$ cat config.mk
export PLATFORM = sky130hd
export DESIGN_NAME = dcache_test_driver
export DESIGN_NICKNAME = d
export VERILOG_FILES = /design/src/rtl/dcache_tb_pkg.sv /design/src/rtl/lfsr_gen.sv /design/src/rtl/dcache_test_driver.sv
export SDC_FILE = /design/constraint.sdc
export NUM_CORES = 1
export LEC_CHECK = 0
export CORE_ASPECT_RATIO = 1.5
export CORE_MARGIN = 2
export CORE_UTILIZATION = 45
export DETAILED_ROUTE_END_ITERATION = 8
export PLACE_DENSITY = 0.65
export SLEW_MARGIN = 15
export SYNTH_ARGS = -nofsm -noshare
export SYNTH_HDL_FRONTEND = slang
export SYNTH_SLANG_ARGS = --single-unit
$ cat constraint.sdc
create_clock -name clk -period 10.4 [get_ports clk]
set_clock_uncertainty 0.1 [all_clocks]
set_input_delay 1.04 -clock clk [delete_from_list [all_inputs] [get_ports clk]]
set_output_delay 1.04 -clock clk [all_outputs]
set_load 0.02 [all_outputs]
$ cat src/rtl/dcache_tb_pkg.sv
// Shared types and constants for the Dcache CPU-side traffic generator.
package dcache_tb_pkg;

  // Run sequencer states
  typedef enum logic [2:0] {
    ST_IDLE  = 3'd0,
    ST_WR    = 3'd1,
    ST_RD    = 3'd2,
    ST_RWAIT = 3'd3,
    ST_DONE  = 3'd4
  } state_t;

  // Galois feedback mask for the 32-bit data generator
  localparam logic [31:0] LFSR_TAPS = 32'h8020_0003;

  // Run modes: write/read pairs, or all writes followed by all reads
  localparam int MODE_INTERLEAVED = 0;
  localparam int MODE_BULK        = 1;

  // One right-shifting Galois step: feed back the taps when bit 0 falls out
  function automatic logic [31:0] lfsr_next(input logic [31:0] cur);
    logic [31:0] shifted;
    shifted = {1'b0, cur[31:1]};
    if (cur[0]) begin
      return shifted ^ LFSR_TAPS;
    end else begin
      return shifted;
    end
  endfunction

endpackage

$ cat src/rtl/lfsr_gen.sv
// 32-bit Galois LFSR with synchronous reseed; one instance produces write
// data, another regenerates the same sequence to check read data.
module lfsr_gen
  import dcache_tb_pkg::*;
#(
  parameter logic [31:0] SEED = 32'h0000_0001
) (
  input  logic        clk,
  input  logic        rst,
  input  logic        load,
  input  logic        step,
  output logic [31:0] state
);

  // Hold, reseed, or advance the sequence by one step
  always_ff @(posedge clk or posedge rst) begin
    if (rst) begin
      state <= SEED;
    end else if (load) begin
      state <= SEED;
    end else if (step) begin
      state <= lfsr_next(state);
    end
  end

endmodule

$ cat src/rtl/dcache_test_driver.sv
// CPU-side traffic generator and checker for the Dcache data port. Writes an
// LFSR data pattern over an address range, reads it back, and reports the
// error count, first failing address and read timeouts.
module dcache_test_driver
  import dcache_tb_pkg::*;
#(
  parameter int                DATA_W      = 32,
  parameter int                ADDR_W      = 32,
  parameter int                NUM_WORDS   = 16,
  parameter logic [ADDR_W-1:0] ADDR_BASE   = {ADDR_W{1'b0}},
  parameter int                ADDR_STRIDE = 4,
  parameter int                MODE        = 0,
  parameter logic [31:0]       LFSR_SEED   = 32'h0000_0001,
  parameter int                TIMEOUT     = 256
) (
  input  logic                  clk,
  input  logic                  rst,
  input  logic                  start_i,
  input  logic                  ram_stall_i,
  input  logic                  ram_rvalid_i,
  input  logic [DATA_W-1:0]     ram_data_i,
  output logic [ADDR_W-1:0]     ram_raddr_o,
  output logic [ADDR_W-1:0]     ram_waddr_o,
  output logic [DATA_W-1:0]     ram_data_o,
  output logic                  ram_we_o,
  output logic                  ram_re_o,
  output logic [DATA_W/8-1:0]   ram_sel_o,
  output logic                  busy_o,
  output logic                  done_o,
  output logic                  pass_o,
  output logic                  timeout_o,
  output logic [15:0]           err_count_o,
  output logic [ADDR_W-1:0]     first_err_addr_o
);

  localparam logic [ADDR_W-1:0] STRIDE    = ADDR_W'(ADDR_STRIDE);
  localparam logic [15:0]       LAST_IDX  = 16'(NUM_WORDS - 1);
  localparam logic [31:0]       TMO_LIMIT = 32'(TIMEOUT - 1);

  // LFSR words are 32 bits; narrower buses take the low bits, wider ones
  // are zero-extended.
  function automatic logic [DATA_W-1:0] to_data(input logic [31:0] v);
    return DATA_W'({{DATA_W{1'b0}}, v});
  endfunction

  state_t              state;
  logic [15:0]         idx;
  logic [ADDR_W-1:0]   addr;
  logic [31:0]         tcount;
  logic [31:0]         wr_state;
  logic [31:0]         chk_state;

  logic                start_ok;
  logic                wr_step;
  logic                chk_step;
  logic                last;
  logic                mismatch;
  logic [DATA_W-1:0]   exp_data;
  logic [15:0]         err_next;

  assign start_ok = start_i && ((state == ST_IDLE) || (state == ST_DONE));
  assign wr_step  = (state == ST_WR) && ram_we_o && !ram_stall_i;
  assign chk_step = (state == ST_RWAIT) && ram_rvalid_i;
  assign last     = (idx == LAST_IDX);
  // The check LFSR sits one step behind the word being read
  assign exp_data = to_data(lfsr_next(chk_state));
  assign mismatch = chk_step && (ram_data_i != exp_data);
  assign err_next = (err_count_o == 16'hFFFF) ? err_count_o : err_count_o + 16'd1;

  lfsr_gen #(.SEED(LFSR_SEED)) u_wr_lfsr (
    .clk   (clk),
    .rst   (rst),
    .load  (start_ok),
    .step  (wr_step),
    .state (wr_state)
  );

  lfsr_gen #(.SEED(LFSR_SEED)) u_chk_lfsr (
    .clk   (clk),
    .rst   (rst),
    .load  (start_ok),
    .step  (chk_step),
    .state (chk_state)
  );

  // Run sequencer: issues one request at a time, checks read data, and owns
  // every registered output. A request strobe is raised one cycle after
  // entering WR/RD and dropped the cycle after it is accepted.
  always_ff @(posedge clk or posedge rst) begin
    if (rst) begin
      state            <= ST_IDLE;
      idx              <= 16'd0;
      addr             <= {ADDR_W{1'b0}};
      tcount           <= 32'd0;
      ram_raddr_o      <= {ADDR_W{1'b0}};
      ram_waddr_o      <= {ADDR_W{1'b0}};
      ram_data_o       <= {DATA_W{1'b0}};
      ram_we_o         <= 1'b0;
      ram_re_o         <= 1'b0;
      ram_sel_o        <= {(DATA_W/8){1'b0}};
      busy_o           <= 1'b0;
      done_o           <= 1'b0;
      pass_o           <= 1'b0;
      timeout_o        <= 1'b0;
      err_count_o      <= 16'd0;
      first_err_addr_o <= {ADDR_W{1'b0}};
    end else begin
      case (state)
        ST_IDLE, ST_DONE: begin
          if (start_i) begin
            state            <= ST_WR;
            idx              <= 16'd0;
            addr             <= ADDR_BASE;
            tcount           <= 32'd0;
            ram_we_o         <= 1'b0;
            ram_re_o         <= 1'b0;
            ram_sel_o        <= {(DATA_W/8){1'b1}};
            busy_o           <= 1'b1;
            done_o           <= 1'b0;
            pass_o           <= 1'b0;
            timeout_o        <= 1'b0;
            err_count_o      <= 16'd0;
            first_err_addr_o <= {ADDR_W{1'b0}};
          end
        end

        ST_WR: begin
          if (!ram_we_o) begin
            ram_we_o    <= 1'b1;
            ram_waddr_o <= addr;
            ram_data_o  <= to_data(lfsr_next(wr_state));
          end else if (!ram_stall_i) begin
            ram_we_o <= 1'b0;
            if (MODE == MODE_BULK) begin
              if (last) begin
                idx   <= 16'd0;
                addr  <= ADDR_BASE;
                state <= ST_RD;
              end else begin
                idx  <= idx + 16'd1;
                addr <= addr + STRIDE;
              end
            end else begin
              state <= ST_RD;
            end
          end
        end

        ST_RD: begin
          if (!ram_re_o) begin
            ram_re_o    <= 1'b1;
            ram_raddr_o <= addr;
          end else if (!ram_stall_i) begin
            ram_re_o <= 1'b0;
            tcount   <= 32'd0;
            state    <= ST_RWAIT;
          end
        end

        ST_RWAIT: begin
          if (ram_rvalid_i) begin
            if (mismatch) begin
              err_count_o <= err_next;
              if (err_count_o == 16'd0) begin
                first_err_addr_o <= addr;
              end
            end
            if (last) begin
              state  <= ST_DONE;
              done_o <= 1'b1;
              busy_o <= 1'b0;
              pass_o <= (err_count_o == 16'd0) && !mismatch;
            end else begin
              idx   <= idx + 16'd1;
              addr  <= addr + STRIDE;
              state <= (MODE == MODE_BULK) ? ST_RD : ST_WR;
            end
          end else if (tcount == TMO_LIMIT) begin
            timeout_o <= 1'b1;
            state     <= ST_DONE;
            done_o    <= 1'b1;
            busy_o    <= 1'b0;
            pass_o    <= 1'b0;
          end else begin
            tcount <= tcount + 32'd1;
          end
        end

        default: begin
          state    <= ST_IDLE;
          ram_we_o <= 1'b0;
          ram_re_o <= 1'b0;
          busy_o   <= 1'b0;
        end
      endcase
    end
  end

endmodule
# After elaboration in Yosys (flattened, before gate mapping)
# Index checks and enable logic that the tools add are counted.
[word_totals]
regBits = 298
input_bits = 37
output_inout_bits = 154
wordCells = 140
[classes]
addsub = 4
eq_ne = 23
mux = 56
bitwise_logic = 7
reduce_logical = 32
[ops]
columns = ["op", "n"]
rows = [
  ["$mux W32", 16],
  ["$pmux W32 S2", 2],
  ["$mux W16", 6],
  ["$pmux W32 S3", 1],
  ["$pmux W16 S2", 2],
  ["$add A16 B1 Y16 const B", 2],
  ["$add A32 B1 Y32 const B", 1],
  ["$add A32 B3 Y32 const B", 1],
  ["$eq A32 B8 Y1 const B", 1],
  ["$ne A32 B32 Y1", 1],
  ["$mux W3", 8],
  ["$ne A2 B2 Y1 const B", 11],
  ["$eq A16 B16 Y1 const B", 1],
  ["$eq A16 B4 Y1 const B", 1],
  ["$logic_not A16 Y1", 1],
  ["$reduce_and A4 Y1", 4],
  ["$mux W1", 14],
  ["$pmux W3 S4", 1],
  ["$reduce_and A6 Y1", 2],
  ["$reduce_and A2 Y1", 5],
  ["$reduce_and A5 Y1", 2],
  ["$pmux W1 S3", 3],
  ["$not A3 Y4", 2],
  ["$reduce_or A2 Y1", 4],
  ["other kinds (14)", 30],
]

# Longest topological paths before layout
# Gate-level depths: netlist of the first run.
[logic_depth]
ltp_word = 9
ltp_mapped = 9
depth_no_buf = 8

# Cells and area by module
# Synthesis of the first run repeated with hierarchy kept, for this count alone.
[unflattened]
cells_unflattened = 1199
area_unflattened_um2 = 13464.2
[by_module_without_submodules]
columns = ["module", "instances", "cells_each", "area_per_inst_um2", "seq_area_each_um2"]
rows = [
  ["dcache_test_driver", 1, 985, 10739.0, 5655.4],
  ["lfsr_gen", 2, 107, 1362.6, 802.0],
]

# Worst setup path after synthesis of the first run
# Ideal clock, no wire load.
[synth_path]
path_kind = "input port to flip-flop"
from = "in start_i"
to = "reg tcount[28]"
setup_time_ns = 0.078
arrival_ns = 2.756
required_ns = 10.222
path_slack_ns = 7.465
path_stages = 6
path_buffers = 1
path_cell_list = "or3b_2 clkbuf_1 a211oi_1 a21oi_2 or4_2 a21oi_1"
[synth_between]
elab_chain_cells = 2
[synth_lines]
columns = ["element", "line", "source"]
rows = [
  ["start: declaration", "dcache_test_driver.sv:18", "input logic start_i,"],
  ["$ne A2 B2 Y1 (no source line)", "-", ""],
  ["$reduce_and A6 Y1 (no source line)", "-", ""],
  ["end signal: assignment", "dcache_test_driver.sv:185", "tcount <= tcount + 32'd1;"],
  ["end: declaration", "dcache_test_driver.sv:49", "logic [31:0] tcount;"],
]
# Every way passes these cells.
# A chain may end at the register's enable or synchronous reset.

# Final worst setup path of the first run
[layout_path]
from = "in start_i"
to = "reg tcount[16]"
# The elaborated chain is that of the path after synthesis.

==> flow_summary_export.csv, run 1 <==
group,metric,value,unit
route,drt_pass1_iterations,5,
clock_network,cts-root-buf,"clkbuf_16",
clock_network,ctsHoldBuffers,0,
yosys,synthArstFlopShare,100,%
floorplanning,row_count,76,
clock_network,clkSlewWorstSetupHoldPaths,0.06,ns
clock_network,numCtsBuffers,28,
yosys,postSynthAreaPerCell,10.6,um2
floorplanning,initial_core_util,45.6,%
sta,final-max-slew-violation-count,0,
floorplanning,horizontal_die_dimension,143,um
yosys,netlist.area_leader.share,55.1,%
sta,setup_violations,0,
setup_path,worst-path-max-fanout,77,
yosys,synth_xor_area_share,5.22,%
setup_path,critPathArrivalTime,3.93,ns
route,detailedRoute.firstIterationViolations,607,
setup_path,crit_required,10.78,ns
clock_network,post_cts.repair.setup_buffers,0,
global_route,globalRouteMet3Util,4.44,%
clock_network,cts.sinks,290,
yosys,yosys.area_share.adder,0.478,%
layout,design_area,16200,um2
placement,detailedPlace.worstSlack,6.17,ns
sta,setup_repair_after_global_routing_missed_its_margin,"no",
yosys,synthesis.yosys.warnings,0,
sta,timing.fmax,0.282,GHz
global_route,grt_start_max_net_pins,139,
yosys,synth_top_family_by_area,"simple AND/OR/NAND/NOR gates",
global_route,grt_first_pass_wirelength,52500,um
placement,dp.final_hpwl,21000,um
sta,fin_tns_setup,0,ns
floorplanning,core,28700,um2
yosys,muxShareOfSynthArea,7.75,%
yosys,synth_top_cell_by_area,"dfrtp_1",
route,routed_vias_inst,5.53,
clock_network,tritoncts,"built",
clock_network,clock_tree.htree_level_count,1,
global_route,track_usage,21.4,%
layout,design.final.nets,1424,
setup_path,kind_of_end_point_of_the_critical_path,"flip-flop",
global_route,grtUsageMet2,37.9,%
clock_network,cts_max_path_buffers,3,
placement,placedInstanceArea,15200,um2
route,vias,9935,
placement,port-buffer-count,184,
clock_network,worst_skew_pair.late_latency,0.56,ns
power,power_density,206,nW/um2
global_route,global_route.peak_usage_layer,"met2",
min_path,hold_path.class,"reg -> reg",
sta,timing.final.crit_share,34.2,%
yosys,synthesis.area,13100,um2
yosys,most_frequent_cell_after_synthesis,"dfrtp_1",
power,vdd_drop_max,0.168,mV
route,routed_wl,32300,um
floorplanning,die_height,213,um
placement,routabilityCongestion,0.820,
clock_network,post_cts_resize_count,0,
global_route,grt_pass1_vias,9855,
yosys,ys_dominant_reg_cell,"dfrtp_1",
route,routedWlPerCell,18.0,um
sta,hold_viol,0,
floorplanning,floorplan.die_area,30500,um2
yosys,syn_inst,1231,
route,antenna_left,0,
yosys,yosys.area_share.simple,17.7,%
yosys,yosys-top-cells-area,"dfrtp_1 55%, mux2_2 7.7%, nand2_1 4.1%",
yosys,synth_compound_area_share,9.85,%
yosys,synth_common_cells,"288 x dfrtp_1, 144 x nand2_1, 99 x nand3_1",
outcome,run_status,"complete, no violations",
layout,ratio_of_cells_with_drive_above_1_in_the_final_layout,12.7,%
global_route,gr-total-overflow,0,
yosys,netlist-cell-type-count,61,
flow_run,max_cap_violations,0,
sta,slew-limit-headroom,23.6,%
sta,period_needed,3.55,ns
setup_path,nature_of_the_critical_path_startpoint,"input port",
global_route,antenna_found_initial,1,
route,drc,0,
yosys,synth-edff-count,0,
sta,fin_ws,6.85,ns
floorplanning,ioPinCount,191,
power,p_leak,0.00727,uW
global_route,use_met1,26.7,%
layout,area_growth,23.8,%
sta,worstMarginPinSlew,1.14,ns
yosys,synth.yosys.seq_area_share,55.5,%
yosys,synth-seq-cells,290,
setup_path,criticalPathCategory,"in -> reg",
-- flip-flops by register name (all words and copies together) (netlist names) --
register          cells
pass_o                1
ram_raddr_o          30
u_chk_lfsr.state     32
busy_o                1
err_count_o          16
ram_we_o              1
u_wr_lfsr.state      32
state                 3
ram_waddr_o          30
timeout_o             1
done_o                1
ram_data_o           32
addr                 30
tcount               32
first_err_addr_o     30
ram_re_o              1
ram_sel_o             1
idx                  16
-- layer usage --
metal  share of wire (%)  routed length (um)
met4                 1.6                 514
met1                  41               13400
met3                 5.5                1770
met5                   0                   0
met2                  52               16700
-- cells in the final DEF (no fill, tap or decap), types with 8 or more instances in the layout --
master / count
clkbuf_16: 29
nor2_1: 66
xnor2_1: 38
nand3_1: 99
nor3_1: 25
xor2_1: 40
buf_4: 9
nand2_1: 144
clkdlybuf4s50_1: 184
nand4_1: 18
a22o_1: 30
or4_1: 12
mux2_2: 90
and3_1: 14
a21oi_1: 37
o31ai_1: 15
inv_1: 25
o21ai_0: 56
dfrtp_1: 288
nor4_1: 23
o21ai_1: 8
or3_1: 22
clkbuf_8: 8
-- kinds of logic after synthesis --
kind of cell / after synthesis
and+or+nand+nor: 467
muxes: 90
DFF: 290
other: 1
AOI/OAI and AO/OA: 197
xor gates and xnor gates: 78
adders and majority gates: 5
buffers and inverters: 103
-- stage by stage --
stage          hold slack, ns  power, uW  utilization [%]  std cells
5_1_grt                 0.419       3490             56.4       1794
6_report                0.388       3330             56.4       1795
2_1_floorplan           0.355       1930                -       1236
3_3_place_gp            0.366       2260             52.9       1742
3_5_place_dp            0.377       2270             52.9       1742
4_1_cts                 0.394       3370             56.4       1794
-- worst max-delay path, stage by stage --
cell and delay [ns]:
clkdlybuf4s50_1 0.56, or3b_4 0.74, a211oi_1 0.38, a21oi_2 0.32, or4_2 0.72, a21oi_1 0.16
-- where the power goes --
| part | switching, uW | total, uW | internal [uW] |
|---|---|---|---|
| Clock | 445 | 1090 | 641 |
| Sequential | 137 | 1400 | 1260 |
| Combinational | 511 | 849 | 339 |
| Total | 1090 | 3330 | 2240 |
-- path summary, 6_finish.rpt --
path	from	to	slack, ns	depth (start not counted)
setup / recovery	start_i	tcount[16]	6.85	6
hold / removal	done_o	done_o	0.39	2
setup reg to reg	state[1]	tcount[20]	7.11	6
hold reg to reg	done_o	done_o	0.39	2
max in group asynchronous	rst	first_err_addr_o[4]	7.57	3
min in group asynchronous	rst	ram_data_o[23]	0.97	2
-- layout make-up --
cell class,count,area [um2]
fill,2518,12500
sequential,290,7260
multi-input combinational,843,5450
timing repair buffer,193,1910
clock buffer,42,855
tap,390,488
clock inverter,10,133
inverter,26,105
antenna,1,2.50
No activity file was read; power rests on OpenSTA's default activity.
==> run 2: changes to the inputs <==
- clock period: 10.4 -> 3.5 ns (I/O delays scaled with it)
==> run 2 against run 1 <==
Effect of this change: highest routed layer is now met5; non-clock buffer count up 20; core utilization grew 0.93 points; hold slack lost 0.085 ns; combinational power rose to 3.1 times the previous value; final area is 1.7% higher; setup slack lost 6.2 ns; sequential power rose to 3.0 times the previous value.
==> flow_summary_export.csv, run 2 (synthesis gave the netlist of run 1 again) <==
group,metric,value,unit
setup_path,nature_of_the_critical_path_startpoint,"flip-flop",
setup_path,slowest_stage,"or4_1",
setup_path,crit_path_frequent_cell,"or4_1",
sta,worstMarginPinSlew,1.07,ns
setup_path,crit_family,"simple AND/OR/NAND/NOR gates",
flow_run,max_cap_violations,0,
floorplanning,horizontal_die_dimension,143,um
clock_network,cts-root-buf,"clkbuf_16",
placement,routabilityCongestion,0.850,
power,power_density,615,nW/um2
clock_network,post_cts_resize_count,0,
floorplanning,die_height,213,um
route,vias,9982,
clock_network,cts.sinks,290,
floorplanning,floorplan.die_area,30500,um2
sta,timing.final.crit_share,82.0,%
setup_path,worst_path_cell_trace,"or4_1 -> or4_1 -> a21oi_2 -> nor4b_1 -> xnor2_1 -> nor2_1",
clock_network,clock_tree.htree_level_count,1,
clock_network,worst_skew_pair.late_latency,0.56,ns
sta,final-max-slew-violation-count,0,
power,p_leak,0.00739,uW
clock_network,clkSlewWorstSetupHoldPaths,0.07,ns
clock_network,cts_max_path_buffers,3,
clock_network,tritoncts,"built",
setup_path,critPathArrivalTime,3.19,ns
global_route,antenna_found_initial,1,
global_route,track_usage,21.7,%
power,post-layout-total-power,10100,uW
layout,area_growth,25.8,%
sta,setup_violations,0,
setup_path,cp_num_cells,6,
setup_path,r2r_slack,0.63,ns
route,routed_vias_inst,5.50,
route,detailedRoute.firstIterationViolations,500,
sta,fin_tns_setup,0,ns
placement,port-buffer-count,184,
placement,placedInstanceArea,15400,um2
setup_path,criticalPathCategory,"reg -> reg",
layout,final_cell_mix,"288 x dfrtp_1, 184 x clkdlybuf4s50_1, 144 x nand2_1",
sta,setup_repair_after_global_routing_missed_its_margin,"no",
sta,period_needed,2.87,ns
setup_path,crit_required,3.82,ns
min_path,hold_path.class,"in -> async",
layout,fillCellCount,2499,
placement,dp.cells,1762,
global_route,grt_first_pass_wirelength,53300,um
route,routed_wl,32700,um
floorplanning,ioPinCount,191,
route,drc,0,
layout,ratio_of_cells_with_drive_above_1_in_the_final_layout,13.9,%
layout,design.final.nets,1445,
sta,timing.fmax,0.348,GHz
route,drt_pass1_iterations,5,
layout,finish.cell_count_without_fillers,1814,
setup_path,kind_of_end_point_of_the_critical_path,"flip-flop",
layout,n_antenna_cell,0,
route,routedWlPerCell,18.0,um
floorplanning,core,28700,um2
placement,dp.final_hpwl,22100,um
layout,design_area,16500,um2
global_route,grt_pass1_vias,10100,
global_route,gr-total-overflow,0,
setup_path,max_stage_delay,0.72,ns
layout,layout_commonest_cell,"dfrtp_1",
sta,slew-limit-headroom,28.4,%
clock_network,ctsHoldBuffers,0,
route,antenna_left,0,
floorplanning,row_count,76,
power,vdd_drop_max,0.450,mV
setup_path,worst_r2r_path_depth,6,
setup_path,path_buf_inv,0,
sta,hold_viol,0,
clock_network,post_cts.repair.setup_buffers,0,
outcome,run_status,"complete, no violations",
global_route,grt_start_max_net_pins,66,
floorplanning,initial_core_util,45.6,%
clock_network,numCtsBuffers,29,
setup_path,worst-path-max-fanout,13,
-- run 2: cell count changes in the layout (fill, tap and decap cells not counted), moves of 2 or more --
cell        delta
clkbuf_8       -3
bufinv_16      +3
clkinv_2       -2
buf_4         +14
clkinvlp_4     +4
buf_12         +6
-- run 2: final cells by class --
cell class | instances | area [um2] | share of cell area, %
Clock buffer | 38 | 810 | 4.92
Tap cell | 390 | 488 | 2.96
Inverter | 26 | 101 | 0.616
Sequential cell | 290 | 7260 | 44.1
Clock inverter | 14 | 235 | 1.43
Multi-Input combinational cell | 843 | 5440 | 33.0
Timing Repair Buffer | 213 | 2130 | 13.0
-- run 2: layer usage --
| layer | GRT usage [%] | vias to the layer above | routed length (um) |
|---|---|---|---|
| met4 | 6.90 | 2 | 732 |
| met1 | 26.4 | 4959 | 13200 |
| met2 | 38.4 | 263 | 16800 |
| li1 | - | 4707 | - |
| met5 | 0 | - | 15 |
| met3 | 4.28 | 51 | 1890 |
-- run 2: per-stage QoR --
step	setup WS (ns)	utilization, %	hold slack [ns]
global placement	0.380	53.7	0.372
floorplan	-0.796	-	0.347
detailed placement	0.370	53.7	0.377
finish	0.629	57.3	0.303
CTS	0.601	57.3	0.314
global route	0.466	57.3	0.354
-- run 2: power by group --
part	total [uW]	leakage (uW)	switching (uW)	internal, uW
registers	4150	0.00398	406	3740
clock network	3390	0.000492	1320	2070
logic	2600	0.00292	1530	1070
total	10100	0.00739	3260	6870
-- run 2: path summary, 6_finish.rpt --
path | start | endpoint
setup / recovery | idx[12] | idx[7]
hold / removal | rst | u_chk_lfsr.state[20]
setup reg to reg | idx[12] | idx[7]
hold reg to reg | u_wr_lfsr.state[3] | u_wr_lfsr.state[2]
max in group asynchronous | rst | u_wr_lfsr.state[0]
min in group clk | u_wr_lfsr.state[3] | u_wr_lfsr.state[2]
